## src/rtl/fifo_ctrl_if.sv

```systemverilog
// fifo_ctrl_if: request/status bundle between a FIFO user and fifo_ctrl.
// The err signal exists only when FIFO_ERR_EN is defined.
interface fifo_ctrl_if #(
  parameter int AW = 3
);
  logic          push;
  logic          pop;
  logic [AW-1:0] addrw;
  logic [AW-1:0] addrr;
  logic [1:0]    rw;
  logic          valid_out;
  logic [AW:0]   count;
  logic          full;
  logic          empty;
  logic          almost_full;
  logic          almost_empty;
`ifdef FIFO_ERR_EN
  logic          err;
`endif

  // User side: issues requests, observes RAM control and status.
  modport master (
`ifdef FIFO_ERR_EN
    input  err,
`endif
    output push, pop,
    input  addrw, addrr, rw, valid_out, count,
    input  full, empty, almost_full, almost_empty
  );

  // Controller side.
  modport slave (
`ifdef FIFO_ERR_EN
    output err,
`endif
    input  push, pop,
    output addrw, addrr, rw, valid_out, count,
    output full, empty, almost_full, almost_empty
  );
endinterface

```

## src/rtl/fifo_ctrl.sv

```systemverilog
// fifo_ctrl: pointer/occupancy controller for a 2**AW deep FIFO built on an
// external RAM with a registered read port. Optional sticky overflow/underflow
// flag is enabled by defining FIFO_ERR_EN.
module fifo_ctrl #(
  parameter int AW    = 3,
  parameter int AF_TH = 6,
  parameter int AE_TH = 2
) (
  input  logic         clk,
  input  logic         reset,
  fifo_ctrl_if.slave   bus
);

  localparam logic [AW:0]   LP_DEPTH = (AW+1)'(2**AW);
  localparam logic [AW:0]   LP_AF    = (AW+1)'(AF_TH);
  localparam logic [AW:0]   LP_AE    = (AW+1)'(AE_TH);
  localparam logic [AW:0]   LP_CONE  = (AW+1)'(1);
  localparam logic [AW-1:0] LP_PONE  = AW'(1);

  typedef enum logic [1:0] {ST_EMPTY, ST_PART, ST_FULL} state_t;

  state_t        r_state;
  state_t        w_state_nxt;
  logic [AW-1:0] r_wptr;
  logic [AW-1:0] r_rptr;
  logic [AW:0]   r_count;
  logic          r_valid;
  logic          w_full;
  logic          w_empty;
  logic          w_push_acc;
  logic          w_pop_acc;

  assign w_full  = (r_count == LP_DEPTH);
  assign w_empty = (r_count == '0);

  // Reset also gates the strobes so the RAM sees no request while it is held.
  assign w_push_acc = bus.push & ~w_full  & ~reset;
  assign w_pop_acc  = bus.pop  & ~w_empty & ~reset;

  assign bus.rw           = {w_pop_acc, w_push_acc};
  assign bus.addrw        = r_wptr;
  assign bus.addrr        = r_rptr;
  assign bus.count        = r_count;
  assign bus.valid_out    = r_valid;
  assign bus.full         = w_full;
  assign bus.empty        = w_empty;
  assign bus.almost_full  = (r_count >= LP_AF);
  assign bus.almost_empty = (r_count <= LP_AE);

  // Pointers advance (with natural wrap) only on accepted requests.
  always_ff @(posedge clk or posedge reset) begin
    if (reset) begin
      r_wptr <= '0;
      r_rptr <= '0;
    end else begin
      if (w_push_acc) r_wptr <= r_wptr + LP_PONE;
      if (w_pop_acc)  r_rptr <= r_rptr + LP_PONE;
    end
  end

  // Occupancy: net change of accepted push/pop.
  always_ff @(posedge clk or posedge reset) begin
    if (reset) begin
      r_count <= '0;
    end else begin
      case ({w_push_acc, w_pop_acc})
        2'b10:   r_count <= r_count + LP_CONE;
        2'b01:   r_count <= r_count - LP_CONE;
        default: r_count <= r_count;
      endcase
    end
  end

  // Read data from the RAM appears one cycle after the accepted pop.
  always_ff @(posedge clk or posedge reset) begin
    if (reset) r_valid <= 1'b0;
    else       r_valid <= w_pop_acc;
  end

  // Status state register.
  always_ff @(posedge clk or posedge reset) begin
    if (reset) r_state <= ST_EMPTY;
    else       r_state <= w_state_nxt;
  end

  // Status next-state from accepted requests and current occupancy.
  always_comb begin
    w_state_nxt = r_state;
    case (r_state)
      ST_EMPTY: if (w_push_acc) w_state_nxt = ST_PART;
      ST_PART: begin
        if (w_push_acc && !w_pop_acc && r_count == LP_DEPTH - LP_CONE)
          w_state_nxt = ST_FULL;
        else if (w_pop_acc && !w_push_acc && r_count == LP_CONE)
          w_state_nxt = ST_EMPTY;
      end
      ST_FULL:  if (w_pop_acc) w_state_nxt = ST_PART;
      default:  w_state_nxt = ST_EMPTY;
    endcase
  end

`ifdef FIFO_ERR_EN
  logic r_err;
  assign bus.err = r_err;

  // Sticky flag for any push while full or pop while empty.
  always_ff @(posedge clk or posedge reset) begin
    if (reset)                                            r_err <= 1'b0;
    else if ((bus.push && w_full) || (bus.pop && w_empty)) r_err <= 1'b1;
  end
`endif

endmodule

```

## src/flat_wrapper.sv

```systemverilog
// flat-port wrapper written by rule: the top's interface ports become plain ports
module fifo_ctrl_flat 
#(
  parameter int AW    = 3,
  parameter int AF_TH = 6,
  parameter int AE_TH = 2
)
  (clk, reset, bus_push, bus_pop, bus_addrw, bus_addrr, bus_rw, bus_valid_out, bus_count, bus_full, bus_empty, bus_almost_full, bus_almost_empty);
  fifo_ctrl_if #(.AW(AW)) bus_i ();
  input  logic clk;
  input  logic reset;
  input wire logic [$bits(bus_i.push)-1:0] bus_push;
  input wire logic [$bits(bus_i.pop)-1:0] bus_pop;
  output wire logic [$bits(bus_i.addrw)-1:0] bus_addrw;
  output wire logic [$bits(bus_i.addrr)-1:0] bus_addrr;
  output wire logic [$bits(bus_i.rw)-1:0] bus_rw;
  output wire logic [$bits(bus_i.valid_out)-1:0] bus_valid_out;
  output wire logic [$bits(bus_i.count)-1:0] bus_count;
  output wire logic [$bits(bus_i.full)-1:0] bus_full;
  output wire logic [$bits(bus_i.empty)-1:0] bus_empty;
  output wire logic [$bits(bus_i.almost_full)-1:0] bus_almost_full;
  output wire logic [$bits(bus_i.almost_empty)-1:0] bus_almost_empty;
  assign bus_i.push = bus_push;
  assign bus_i.pop = bus_pop;
  assign bus_addrw = bus_i.addrw;
  assign bus_addrr = bus_i.addrr;
  assign bus_rw = bus_i.rw;
  assign bus_valid_out = bus_i.valid_out;
  assign bus_count = bus_i.count;
  assign bus_full = bus_i.full;
  assign bus_empty = bus_i.empty;
  assign bus_almost_full = bus_i.almost_full;
  assign bus_almost_empty = bus_i.almost_empty;
  fifo_ctrl #(.AW(AW), .AF_TH(AF_TH), .AE_TH(AE_TH)) u_core (.clk(clk), .reset(reset), .bus(bus_i));
endmodule
```

## config.mk

```make
export PLATFORM = sky130hd
export DESIGN_NAME = fifo_ctrl_flat
export DESIGN_NICKNAME = d
export VERILOG_FILES = /design/src/rtl/fifo_ctrl_if.sv /design/src/rtl/fifo_ctrl.sv /design/src/flat_wrapper.sv
export SDC_FILE = /design/constraint.sdc
export NUM_CORES = 1
export LEC_CHECK = 0
export ABC_AREA = 1
export BUFFER_PORTS_ARGS = -buffer_cell sky130_fd_sc_hd__buf_4
export CORE_MARGIN = 5
export CORE_UTILIZATION = 50
export CTS_CLUSTER_SIZE = 24
export DETAILED_ROUTE_END_ITERATION = 10
export PLACE_DENSITY_LB_ADDON = 0.3
export SLEW_MARGIN = 15
export SYNTH_ARGS = -nofsm -noshare
export SYNTH_HDL_FRONTEND = slang
export SYNTH_SLANG_ARGS = --single-unit
```

## constraint.sdc

```tcl
create_clock -name clk -period 3.97 [get_ports clk]
set_input_delay 0.1985 -clock clk [delete_from_list [all_inputs] [get_ports clk]]
set_output_delay 0.1985 -clock clk [all_outputs]
set_load 0.005 [all_outputs]
```

### Word-level counts from Yosys, hierarchy flattened

Cells that the tools add are included.

| word-level totals | value |
|---|---|
| register bits after elaboration | 11 |
| latch bits | 0 |
| RAM bits | 0 |
| bits in read-only memories | 0 |
| bits of input ports | 4 |
| output and inout bits | 17 |
| logic and storage cells | 23 |
| memories kept | 0 |

| operators by class | value |
|---|---|
| $add $sub $neg | 4 |
| multipliers | 0 |
| divide/modulo/power cells | 0 |
| magnitude comparators | 2 |
| equal/unequal tests | 3 |
| shift operators | 0 |
| mux-type cells | 1 |
| bitwise operators | 7 |
| reduce and logical (&&, ||, !) cells | 2 |

Operators by type and width:

| cell | count |
|---|---|
| 4-bit one-hot mux with 2 select lines | 1 |
| 3-bit by 1-bit adder with 3-bit output, second input constant | 2 |
| 4-bit by 1-bit adder with 4-bit output, second input constant | 1 |
| 1-bit bitwise AND | 4 |
| 4-bit equality test, second input constant | 1 |
| 4-bit by 3-bit greater-or-equal comparator with 1-bit output, second input constant | 1 |
| 4-bit by 2-bit <= comparator with 1-bit output, second input constant | 1 |
| 4-bit logical NOT | 1 |
| 4-bit by 1-bit subtractor with 4-bit output, second input constant | 1 |
| 1-bit inverter | 3 |
| 2-bit by 1-bit equality test with 1-bit output, second input constant | 1 |
| 2-bit equality test, second input constant | 1 |
| 2-bit nonzero test | 1 |

### Depth between registers and ports, before layout

Gate-level depths: netlist of run 1.

| depth | value |
|---|---|
| depth after elaboration | 6 |
| depth in mapped cells | 12 |
| gate-level depth less buffers | 12 |

### Worst setup path after synthesis of run 1

Ideal clock, no wire load.

| path | value |
|---|---|
| path type | flip-flop to flip-flop |
| start point | register u_core.r_count[3], in the netlist u_core.bus.count[3] |
| end point | register u_core.r_count[3], in the netlist u_core.bus.count[3] |
| setup time | 0.117 ns |
| arrival | 1.809 ns |
| setup slack | 2.043 ns |
| stages on the path, launching flop included | 12 |
| clock period less this slack | 1.927 ns |
| cell sequence | dfrtp_1 > nor2_1 > nand2_2 > nand3_4 > inv_2 > ha_1 > ha_1 > or2_2 > nand2_1 > nand2_1 > nand3_1 > nand2_1 |

| between the ends | value |
|---|---|
| longest elaborated chain between the ends | 6 |
| elaborated cells between the ends (all ways) | 14 |
| those cells by class | add/sub (2); eq/ne (3); mux (1); bitwise (6); reduce/logical (2) |

RTL lines:

| what | line | text |
|---|---|---|
| from (decl) | fifo_ctrl.sv:26 | `logic [AW:0] r_count;` |
| from (signal assigned) | fifo_ctrl.sv:67 | `2'b10: r_count <= r_count + LP_CONE;` |
| from (signal assigned) | fifo_ctrl.sv:68 | `2'b01: r_count <= r_count - LP_CONE;` |
| from (signal assigned) | fifo_ctrl.sv:69 | `default: r_count <= r_count;` |
| 4-bit logical NOT (*) | fifo_ctrl.sv:34 | `assign w_empty = (r_count == '0);` |
| 1-bit inverter (*) | fifo_ctrl.sv:38 | `assign w_pop_acc = bus.pop & ~w_empty & ~reset;` |
| 1-bit bitwise AND (*) (2 in a row) | fifo_ctrl.sv:38 |  |
| named net u_core.w_pop_acc | fifo_ctrl.sv:31 | `logic w_pop_acc;` |
| 2-bit by 1-bit equality test with 1-bit output or 2-bit equality test (tied branches) | fifo_ctrl.sv:66 | `case ({w_push_acc, w_pop_acc})` |
| 4-bit one-hot mux with 2 select lines or 2-bit nonzero test (tied branches) | - |  |

The timed path passes the listed nets; every way through them passes the cells marked *.
A chain may end at the register's enable or synchronous reset.

### Worst setup path in the final report of run 1

| path | value |
|---|---|
| start point | register u_core.r_count[3], in the netlist u_core.bus.count[3] |
| end point | register u_core.r_count[3], in the netlist u_core.bus.count[3] |

| between the ends | value |
|---|---|
| longest elaborated chain between the ends | 6 |
| elaborated cells between the ends (all ways) | 14 |
| those cells by class | add/sub (2); eq/ne (3); mux (1); bitwise (6); reduce/logical (2) |

RTL lines:

| what | line |
|---|---|
| 4-bit equality test or 4-bit logical NOT (tied branches) | fifo_ctrl.sv:33, fifo_ctrl.sv:34 |
| 1-bit inverter, on equally long branches | fifo_ctrl.sv:37, fifo_ctrl.sv:38 |
| 1-bit bitwise AND, on equally long branches (2 in a row) | fifo_ctrl.sv:37, fifo_ctrl.sv:38 |
| 2-bit by 1-bit equality test with 1-bit output or 2-bit equality test (tied branches) | fifo_ctrl.sv:66 |
| 4-bit one-hot mux with 2 select lines or 2-bit nonzero test (tied branches) | - |

Several ways; a longest one is shown, not always the timed one.

==> out/results.txt, run 1 <==
Outcome -> completed
Netlist cell types -> 19
Routed Antenna Nets -> 0
Fin. max-slew vios -> 0
Commonest non-fill, non-tap cell in the layout -> nand2_1
Die height -> 46.8 um
Reg power frac -> 34.3%
Power Internal -> 377 uW
Clock root cell -> clkbuf_4
Crit path largest cell delay -> 0.46 ns
Clock Latency Late Sink -> 0.28 ns
Max layer used -> met4
Gpl congestion -> 0.829
Largest net degree at the start of global routing -> 17
Initial core utilization -> 52.7%
Routed vias -> 563
Routed wire length per instance -> 12.0 um
Detailed Place HPWL -> 1070 um
Min cycle time layout -> 2.08 ns
Vias in the first global route -> 535
# DRC -> 0
CTS sink count -> 11
CTS tree -> done
Antenna violations before repair -> 0
Post-synthesis net count -> 88
Clock-pin slew on the worst setup and hold paths -> 0.08 ns
M1 WL -> 575 um
Sequential area share after synthesis -> 40.7%
Syn_area_per_cell -> 8.68 um2
Yosys reg bits -> 11
Std cell rows -> 13
Die area -> 0.00219 mm2
CP startpoint kind -> flip-flop
Synth warn -> 0
Crit path max fanout -> 6
Max transition margin -> 54.9%
Cells along the critical path -> nor2_1 -> nand2_2 -> nand3_4 -> inv_2 -> ha_1 -> ha_1 -> or2_2 -> nand2_1 -> nand2_1 -> nand3_1 -> nand2_1
Antenna cells -> 0
Largest delay contributor family on the critical path -> simple AND/OR/NAND/NOR gates
First-pass GRT wire length -> 2210 um
Hold crit path type -> input port to asynchronous set/reset pin
Chip width -> 46.8 um
Worst Path Required -> 4.15 ns
Area grow syn2layout -> 26.8%
Post-route setup TNS -> 0 ns
Setup Fix Bufs, Post-CTS -> 0
Sw Ratio -> 41.3%
CP most frequent cell -> nand2_1
Logic pwr share -> 53.4%
Port bufs -> 20
Total of max-cap violations -> 0
Pleak -> 0.502 nW
Via density -> 4.90
Most frequent cells in the layout -> nand2_1, buf_4, inv_1
Crit path buf inv count -> 1
Worst Path Arrival -> 2.26 ns
Unrepaired setup endpoints after global routing -> false
Clock share of power -> 12.3%
Finish-stage setup viols -> 0
Max frequency -> 480 MHz
H-tree Lvls -> 1
Num CTS Buffers -> 3
CP Capture Type -> flip-flop
Post-Route WL -> 1380 um
Grt total ovfl -> 0
WL met3 -> 101 um
Post-CTS sizing -> 0
Psw -> 266 uW
I/O Pins -> 21
Clk buf depth -> 2
Path type of the worst setup path -> flip-flop to flip-flop
Share of layout cells above drive strength 1 -> 31.0%
Cell Pwr Density -> 749 mW/mm2
Layout Nets -> 111
Design Area, Final -> 858 um2
Metal2 WL -> 670 um
Worst Tran Pin Value -> 0.675 ns
Initial DRC count -> 6
Hold Buf Count CTS -> 0
Max IR drop VDD -> 0.408 mV
Post-Syn Instances -> 78
Setup Skew -> 0.00775 ns
Final hold vios -> 0
Core box area -> 0.00128 mm2
Slowest cell on crit path -> dfrtp_1
Final period util -> 52.5%
Overall global routing resource usage -> 14.8%
Syn Std Cell Area -> 677 um2
Post-Place Cell Area -> 831 um2
1st-pass router iterations -> 4
==> through the flow <==
stage / total power [mW] / cells / setup slack, ns / utilization [%] / hold slack, ns
floorplan: 0.411 / 78 / 2.04 / - / 0.138
global placement: 0.552 / 111 / 1.78 / 64.7 / 0.323
detailed placement: 0.566 / 111 / 1.74 / 64.7 / 0.325
CTS: 0.651 / 115 / 1.88 / 66.8 / 0.0302
global route: 0.704 / 115 / 1.74 / 66.8 / 0.0600
finish: 0.643 / 115 / 1.89 / 66.8 / 0.0193
==> logic make-up (layout without fill, tap and decap cells) <==
family                   after synthesis  after routing  synth area share, %
AND/OR/NAND/NOR                       34             34                 26.4
buffers and inverters                 17             39                 10.5
flip-flops                            11             11                 40.7
adder cells (fa/ha/maj)                6              6                 12.2
AO/OA/AOI/OAI                          5              5                 3.70
XOR/XNOR                               5              5                 6.47
==> state kept, by name (all words and copies together), names as in the netlist <==
| name | cells |
|---|---|
| u_core.bus.addrw | 3 |
| u_core.bus.count | 4 |
| u_core.bus.valid_out | 1 |
| u_core.bus.addrr | 3 |
==> final timing paths <==
kind | start | to | slack [ns] | cells past startpoint
max | u_core.bus.count[3]$_DFFE_PP0P_ | u_core.bus.count[3]$_DFFE_PP0P_ | 1.89 | 11
min | reset | u_core.bus.count[1]$_DFFE_PP0P_ | 0.02 | 2
max reg2reg | u_core.bus.count[3]$_DFFE_PP0P_ | u_core.bus.count[3]$_DFFE_PP0P_ | 1.89 | 11
min reg2reg | u_core.bus.addrw[1]$_DFFE_PP0P_ | u_core.bus.addrw[1]$_DFFE_PP0P_ | 0.52 | 2
max in group asynchronous | reset | u_core.bus.addrw[0]$_DFFE_PP0P_ | 3.51 | 2
min in group clk | bus_push | u_core.bus.addrw[2]$_DFFE_PP0P_ | 0.22 | 3
==> power groups by stage <==
| stage | Sequential, mW | Combinational [mW] | Clock, mW |
|---|---|---|---|
| 5_1_grt | 0.231 | 0.389 | 0.0841 |
| 3_5_place_dp | 0.222 | 0.344 | 0 |
| 2_1_floorplan | 0.216 | 0.195 | 0 |
| 6_report | 0.221 | 0.343 | 0.0792 |
| 4_1_cts | 0.221 | 0.350 | 0.0796 |
| 3_3_place_gp | 0.218 | 0.334 | 0 |
==> metal layers <==
| metal | GRT usage [%] | up-vias |
|---|---|---|
| met5 | 0 | - |
| met4 | 9.94 | 0 |
| met3 | 2.30 | 4 |
| met2 | 26.8 | 16 |
| met1 | 15.7 | 258 |
| li1 | - | 285 |
==> synthesized netlist by cell type <==
master,count,area (um2)
nand2_1,21,78.8
inv_1,14,52.6
dfrtp_1,11,275
ha_1,5,62.6
o21ai_0,4,20.0
nand4_1,3,18.8
xor2_1,3,26.3
buf_4,2,15.0
nand3_1,2,10.0
nand3_4,2,35.0
nor2_1,2,7.51
xnor2_1,2,17.5
fa_1,1,20.0
inv_2,1,3.75
nand2_2,1,6.26
nand3_2,1,10.0
nor2_2,1,6.26
o21ai_1,1,5.00
or2_2,1,6.26
==> area by class of cell <==
cell class | instances | area, um2
Clock buffer | 3 | 22.5
Clock inverter | 1 | 5.00
Fill cell | 113 | 427
Inverter | 15 | 56.3
Multi-Input combinational cell | 50 | 330
Sequential cell | 11 | 275
Tap cell | 15 | 18.8
Timing Repair Buffer | 20 | 150
Note: power is estimated with default switching activity, not from simulation.
==> run 2: changes to the inputs <==
Settings changed: CORE_UTILIZATION 50 to 43.
Clock period 3.97 ns to 1.83 ns, I/O delays scaled along.
==> run 2 against run 1 <==
Against the previous run: cell count rose by 15%; final area rose by 20%; wire length up 16%; utilization rose by 1.4 points; non-clock buffer count increased by 16; count of clock-buffer cells in the layout rose by 1; total power grew to 2.5 times the previous value; worst setup slack got worse by 1.8 ns; highest routed layer unchanged.
==> out/results.txt, run 2 (synthesized netlist as in run 1, its figures left out) <==
Crit path max fanout -> 4
Reg power frac -> 28.5%
Final hold vios -> 0
Max layer used -> met4
Initial core utilization -> 44.9%
WL met3 -> 73 um
Path type of the worst setup path -> flip-flop to flip-flop
Psw -> 633 uW
Fillcell total -> 120
Hold crit path type -> input port to flip-flop
M1 WL -> 632 um
Antenna violations before repair -> 0
Initial DRC count -> 7
Finish-stage setup viols -> 0
Worst Path Arrival -> 1.91 ns
Most frequent cells in the layout -> buf_4, nand2_1, inv_1
Final period util -> 95.7%
Slowest cell on crit path -> dfrtp_1
CTS sink count -> 11
Routed Antenna Nets -> 0
Std cell rows -> 14
Total of max-cap violations -> 0
Multi-input logic area -> 373 um2
Overall global routing resource usage -> 14.3%
Routed wire length per instance -> 12.2 um
Vias in the first global route -> 638
Largest net degree at the start of global routing -> 11
Final Util -> 68.2%
Num CTS Buffers -> 3
Cells along the critical path -> nor2_4 -> nand3_2 -> nand3_4 -> ha_4 -> inv_1 -> fa_2 -> xor2_1 -> o21ai_1
Design Area, Final -> 0.00103 mm2
Min cycle time layout -> 1.75 ns
Crit path largest cell delay -> 0.41 ns
Via density -> 4.68
Area grow syn2layout -> 51.8%
Crit path to -> u_core.bus.count[2]$_DFFE_PP0P_
Pleak -> 0.573 nW
Crit path buf inv count -> 1
Max FFs per register -> 4
Cell Pwr Density -> 1570 mW/mm2
Max transition margin -> 84.9%
Worst Reg-to-Reg Cells -> 8
CP Capture Type -> flip-flop
Grt total ovfl -> 0
Worst r2r src -> u_core.bus.count[0]$_DFFE_PP0P_
Setup Skew -> 0.00819 ns
Post-Place Cell Area -> 917 um2
Routed vias -> 618
Clock Latency Late Sink -> 0.26 ns
Clk buf depth -> 2
FF/Latch Area -> 277 um2
Clock share of power -> 10.2%
Max frequency -> 571 MHz
Die area -> 0.00247 mm2
Metal2 WL -> 886 um
Critical Path Stages -> 8
CTS tree -> done
Fin. max-slew vios -> 0
Share of layout cells above drive strength 1 -> 42.2%
H-tree Lvls -> 1
Antenna cells -> 0
Post-Route WL -> 1610 um
CP startpoint -> u_core.bus.count[0]$_DFFE_PP0P_
Logic pwr share -> 61.2%
First-pass GRT wire length -> 2730 um
Commonest non-fill, non-tap cell in the layout -> buf_4
Detailed Place HPWL -> 1210 um
Die height -> 49.7 um
Chip width -> 49.7 um
Max IR drop VDD -> 0.832 mV
Worst R2R Setup Slack -> 0.08 ns
Port bufs -> 20
Power Internal -> 983 uW
Core box area -> 0.00151 mm2
I/O Pins -> 21
Outcome -> completed
Clock root cell -> clkbuf_4
CP startpoint kind -> flip-flop
# DRC -> 0
Layout Nets -> 127
Largest delay contributor family on the critical path -> adder cells
1st-pass router iterations -> 2
FF-to-FF End -> u_core.bus.count[2]$_DFFE_PP0P_
Gpl congestion -> 0.775
Clock-pin slew on the worst setup and hold paths -> 0.08 ns
Worst Path Required -> 1.99 ns
Sw Ratio -> 39.2%
Worst Tran Pin Value -> 0.227 ns
-- run 2: repair_timing --
item,CTS,global route
gates resized for setup,1,6
pin swaps,0,8
setup buffers,0,5
setup endpoints to repair,2,3
gates cloned,0,0
hold endpoints to repair,4,0
hold buffers,2,0
-- run 2: how the worst min path moves through the flow --
stage	startpoint	cells past startpoint	endpoint	slack, ns
6_report	bus_push	3	u_core.bus.addrw[2]$_DFFE_PP0P_	0.12
5_1_grt	bus_push	3	u_core.bus.addrw[2]$_DFFE_PP0P_	0.12
4_1_cts	bus_push	3	u_core.bus.addrw[2]$_DFFE_PP0P_	0.12
3_5_place_dp	reset	3	u_core.bus.addrr[0]$_DFFE_PP0P_	0.25
3_3_place_gp	reset	3	u_core.bus.addrr[0]$_DFFE_PP0P_	0.26
2_1_floorplan	reset	1	u_core.bus.addrr[0]$_DFFE_PP0P_	0.03
-- run 2: cell type report --
class,instances,share of cell area [%]
Multi-Input combinational cell,50,36.3
Sequential cell,11,26.9
Timing Repair Buffer,36,26.8
Inverter,15,5.48
Clock buffer,4,2.56
Tap cell,16,1.95
-- run 2: tightest hold or removal path, cell delays in order --
cell and delay [ns]:
buf_4 0.11, nand4_1 0.09, nand2_1 0.06
-- run 2: metal layers --
metal  vias up  global-route usage (%)
met4         0                    5.24
met1       292                    14.4
met3         2                    4.52
li1        316                       -
met5         -                       0
met2         8                    26.7
-- run 2: power by group through the flow --
stage	clock network [mW]	logic, mW	registers (mW)
CTS	0.168	0.924	0.447
finish	0.165	0.989	0.461
floorplan	0	0.437	0.477
global route	0.184	1.11	0.480
detailed placement	0	0.890	0.451
global placement	0	0.875	0.446
-- run 2: through the flow --
stage	worst slack [ns]	std cells	total power, mW	hold WS, ns	setup TNS (ns)
global placement	0.00504	121	1.32	0.257	0
CTS	0.0198	127	1.54	0.125	0
global route	-0.00309	132	1.78	0.120	-0.00309
floorplan	0.00405	78	0.914	0.0309	0
finish	0.0786	132	1.62	0.119	0
detailed placement	-0.00778	121	1.34	0.254	-0.0132
==> run 3: changes to the inputs <==
Settings changed: CAP_MARGIN set to 25, CORE_MARGIN 5 to unset.
==> run 3 against run 2 <==
Against the previous run: wire length shrank 12%; combinational power shrank 3.9%; non-clock buffer count shrank 3; total power shrank 3.0%; count of clock-buffer cells in the layout is the same; cell count shrank 3.0%; utilization grew 4.2 points; sequential share of layout area grew 0.71 points; register-to-register slack gained 0.05 ns; clock power is essentially flat; final area shrank 2.6%.
==> out/results.txt, run 3 (synthesized netlist as in run 1, its figures left out) <==
Clock root cell -> clkbuf_4
Max FFs per register -> 4
Cell Pwr Density -> 1560 mW/mm2
Worst Reg-to-Reg Cells -> 11
Path type of the worst setup path -> flip-flop to flip-flop
Chip width -> 41.7 um
Final period util -> 93.1%
Largest delay contributor family on the critical path -> simple AND/OR/NAND/NOR gates
Power Internal -> 955 uW
Worst R2R Setup Slack -> 0.13 ns
Slowest cell on crit path -> dfrtp_1
Crit path max fanout -> 4
Gpl congestion -> 0.830
Worst Path Arrival -> 1.87 ns
H-tree Lvls -> 1
Worst r2r src -> u_core.bus.count[0]$_DFFE_PP0P_
Max IR drop VDD -> 0.819 mV
First-pass GRT wire length -> 2450 um
Worst Tran Pin Value -> 0.269 ns
Clk buf depth -> 2
Crit path buf inv count -> 1
Detailed Place HPWL -> 1080 um
CTS tree -> done
1st-pass router iterations -> 4
Clock Latency Late Sink -> 0.27 ns
Die area -> 0.00174 mm2
Reg power frac -> 28.6%
Routed vias -> 602
Max transition margin -> 82.1%
Via density -> 4.70
Psw -> 611 uW
Min cycle time layout -> 1.70 ns
Clock share of power -> 10.7%
Worst hold slack -> 0.0251 ns
CP Capture Type -> flip-flop
Fillcell total -> 110
Post-Place Cell Area -> 916 um2
Initial DRC count -> 6
Die height -> 41.7 um
Layout Nets -> 124
Final hold vios -> 0
Finish-stage setup viols -> 0
Post-Route WL -> 1420 um
Max frequency -> 587 MHz
Crit path largest cell delay -> 0.40 ns
Pleak -> 0.560 nW
Design Area, Final -> 0.00100 mm2
CTS sink count -> 11
Routed Antenna Nets -> 0
I/O Pins -> 21
Sw Ratio -> 39.0%
Most frequent cells in the layout -> buf_4, nand2_1, inv_1
Unrepaired setup endpoints after global routing -> false
Commonest non-fill, non-tap cell in the layout -> buf_4
Num CTS Buffers -> 3
Port bufs -> 20
Grt total ovfl -> 0
Routed wire length per instance -> 11.1 um
FF-to-FF End -> u_core.bus.count[3]$_DFFE_PP0P_
Cells along the critical path -> nor2_2 -> nand2_2 -> nand3_4 -> inv_2 -> ha_4 -> ha_4 -> or2_4 -> nand2_2 -> nand2_1 -> nand3_1 -> nand2_1
Std cell rows -> 13
Setup Skew -> 0.00728 ns
Antenna cells -> 0
Critical Path Stages -> 11
Initial core utilization -> 49.0%
Post-route setup TNS -> 0 ns
Area grow syn2layout -> 47.9%
Fin. max-slew vios -> 0
Logic pwr share -> 60.7%
Outcome -> completed
Final Power -> 1.57 mW
Share of layout cells above drive strength 1 -> 41.6%
Core box area -> 0.00138 mm2
Final Util -> 72.4%
Antenna violations before repair -> 0
Overall global routing resource usage -> 18.5%
CP startpoint kind -> flip-flop
# DRC -> 0
Hold crit path type -> input port to asynchronous set/reset pin
Clock-pin slew on the worst setup and hold paths -> 0.08 ns
Vias in the first global route -> 597
Worst Path Required -> 2.00 ns
Largest net degree at the start of global routing -> 11
Total of max-cap violations -> 0
[run 3: worst max path at each step]
stage / end / slack, ns / start
floorplan: u_core.bus.count[3]$_DFFE_PP0P_ / 0.004 / u_core.bus.count[1]$_DFFE_PP0P_
global placement: u_core.bus.count[3]$_DFFE_PP0P_ / 0.01 / u_core.bus.count[3]$_DFFE_PP0P_
detailed placement: u_core.bus.count[3]$_DFFE_PP0P_ / -0.01 / u_core.bus.count[3]$_DFFE_PP0P_
CTS: u_core.bus.count[3]$_DFFE_PP0P_ / 0.01 / u_core.bus.count[3]$_DFFE_PP0P_
global route: u_core.bus.count[3]$_DFFE_PP0P_ / 0.03 / u_core.bus.count[0]$_DFFE_PP0P_
finish: u_core.bus.count[3]$_DFFE_PP0P_ / 0.13 / u_core.bus.count[0]$_DFFE_PP0P_
[run 3: cell type report]
| type | instances | area, um2 | share of cell area (%) |
|---|---|---|---|
| multi-input combinational | 50 | 370 | 37.0 |
| sequential | 11 | 277 | 27.6 |
| timing repair buffer | 33 | 253 | 25.2 |
| inverter | 15 | 56.3 | 5.63 |
| clock buffer | 4 | 26.3 | 2.63 |
| tap | 15 | 18.8 | 1.88 |
[run 3: repair_timing]
item	in CTS	in global routing
hold endpoints to repair	1	0
hold buffers	2	0
pin swaps	0	2
setup buffers	1	1
endpoints found under the setup margin	2	2
gates resized for setup	1	6
[run 3: layer usage]
layer	track usage (%)	vias to the layer above	routed length, um
met2	31.6	12	693
met1	23.2	274	666
li1	-	314	-
met4	5.81	0	5
met5	0	-	0
met3	3.91	2	54
[run 3: worst register-to-register path: stages, from the launching register on]
cell and delay [ns]:
dfrtp_1 0.40, nor2_2 0.16, nand2_2 0.10, nand3_4 0.07
inv_2 0.06, ha_4 0.17, ha_4 0.22, or2_4 0.23
nand2_2 0.06, nand2_1 0.04, nand3_1 0.06, nand2_1 0.04
[run 3: power by group through the flow]
stage | Clock, mW | Combinational, mW | Sequential (mW)
2_1_floorplan | 0 | 0.437 | 0.477
3_3_place_gp | 0 | 0.845 | 0.446
3_5_place_dp | 0 | 0.864 | 0.455
4_1_cts | 0.177 | 0.902 | 0.444
5_1_grt | 0.186 | 1.06 | 0.467
6_report | 0.168 | 0.950 | 0.449
[run 3: metrics by stage]
| step | worst slack (ns) | cells |
|---|---|---|
| 2_1_floorplan | 0.00405 | 78 |
| 3_3_place_gp | 0.0131 | 120 |
| 3_5_place_dp | -0.0123 | 120 |
| 4_1_cts | 0.0114 | 127 |
| 5_1_grt | 0.0252 | 128 |
| 6_report | 0.127 | 128 |
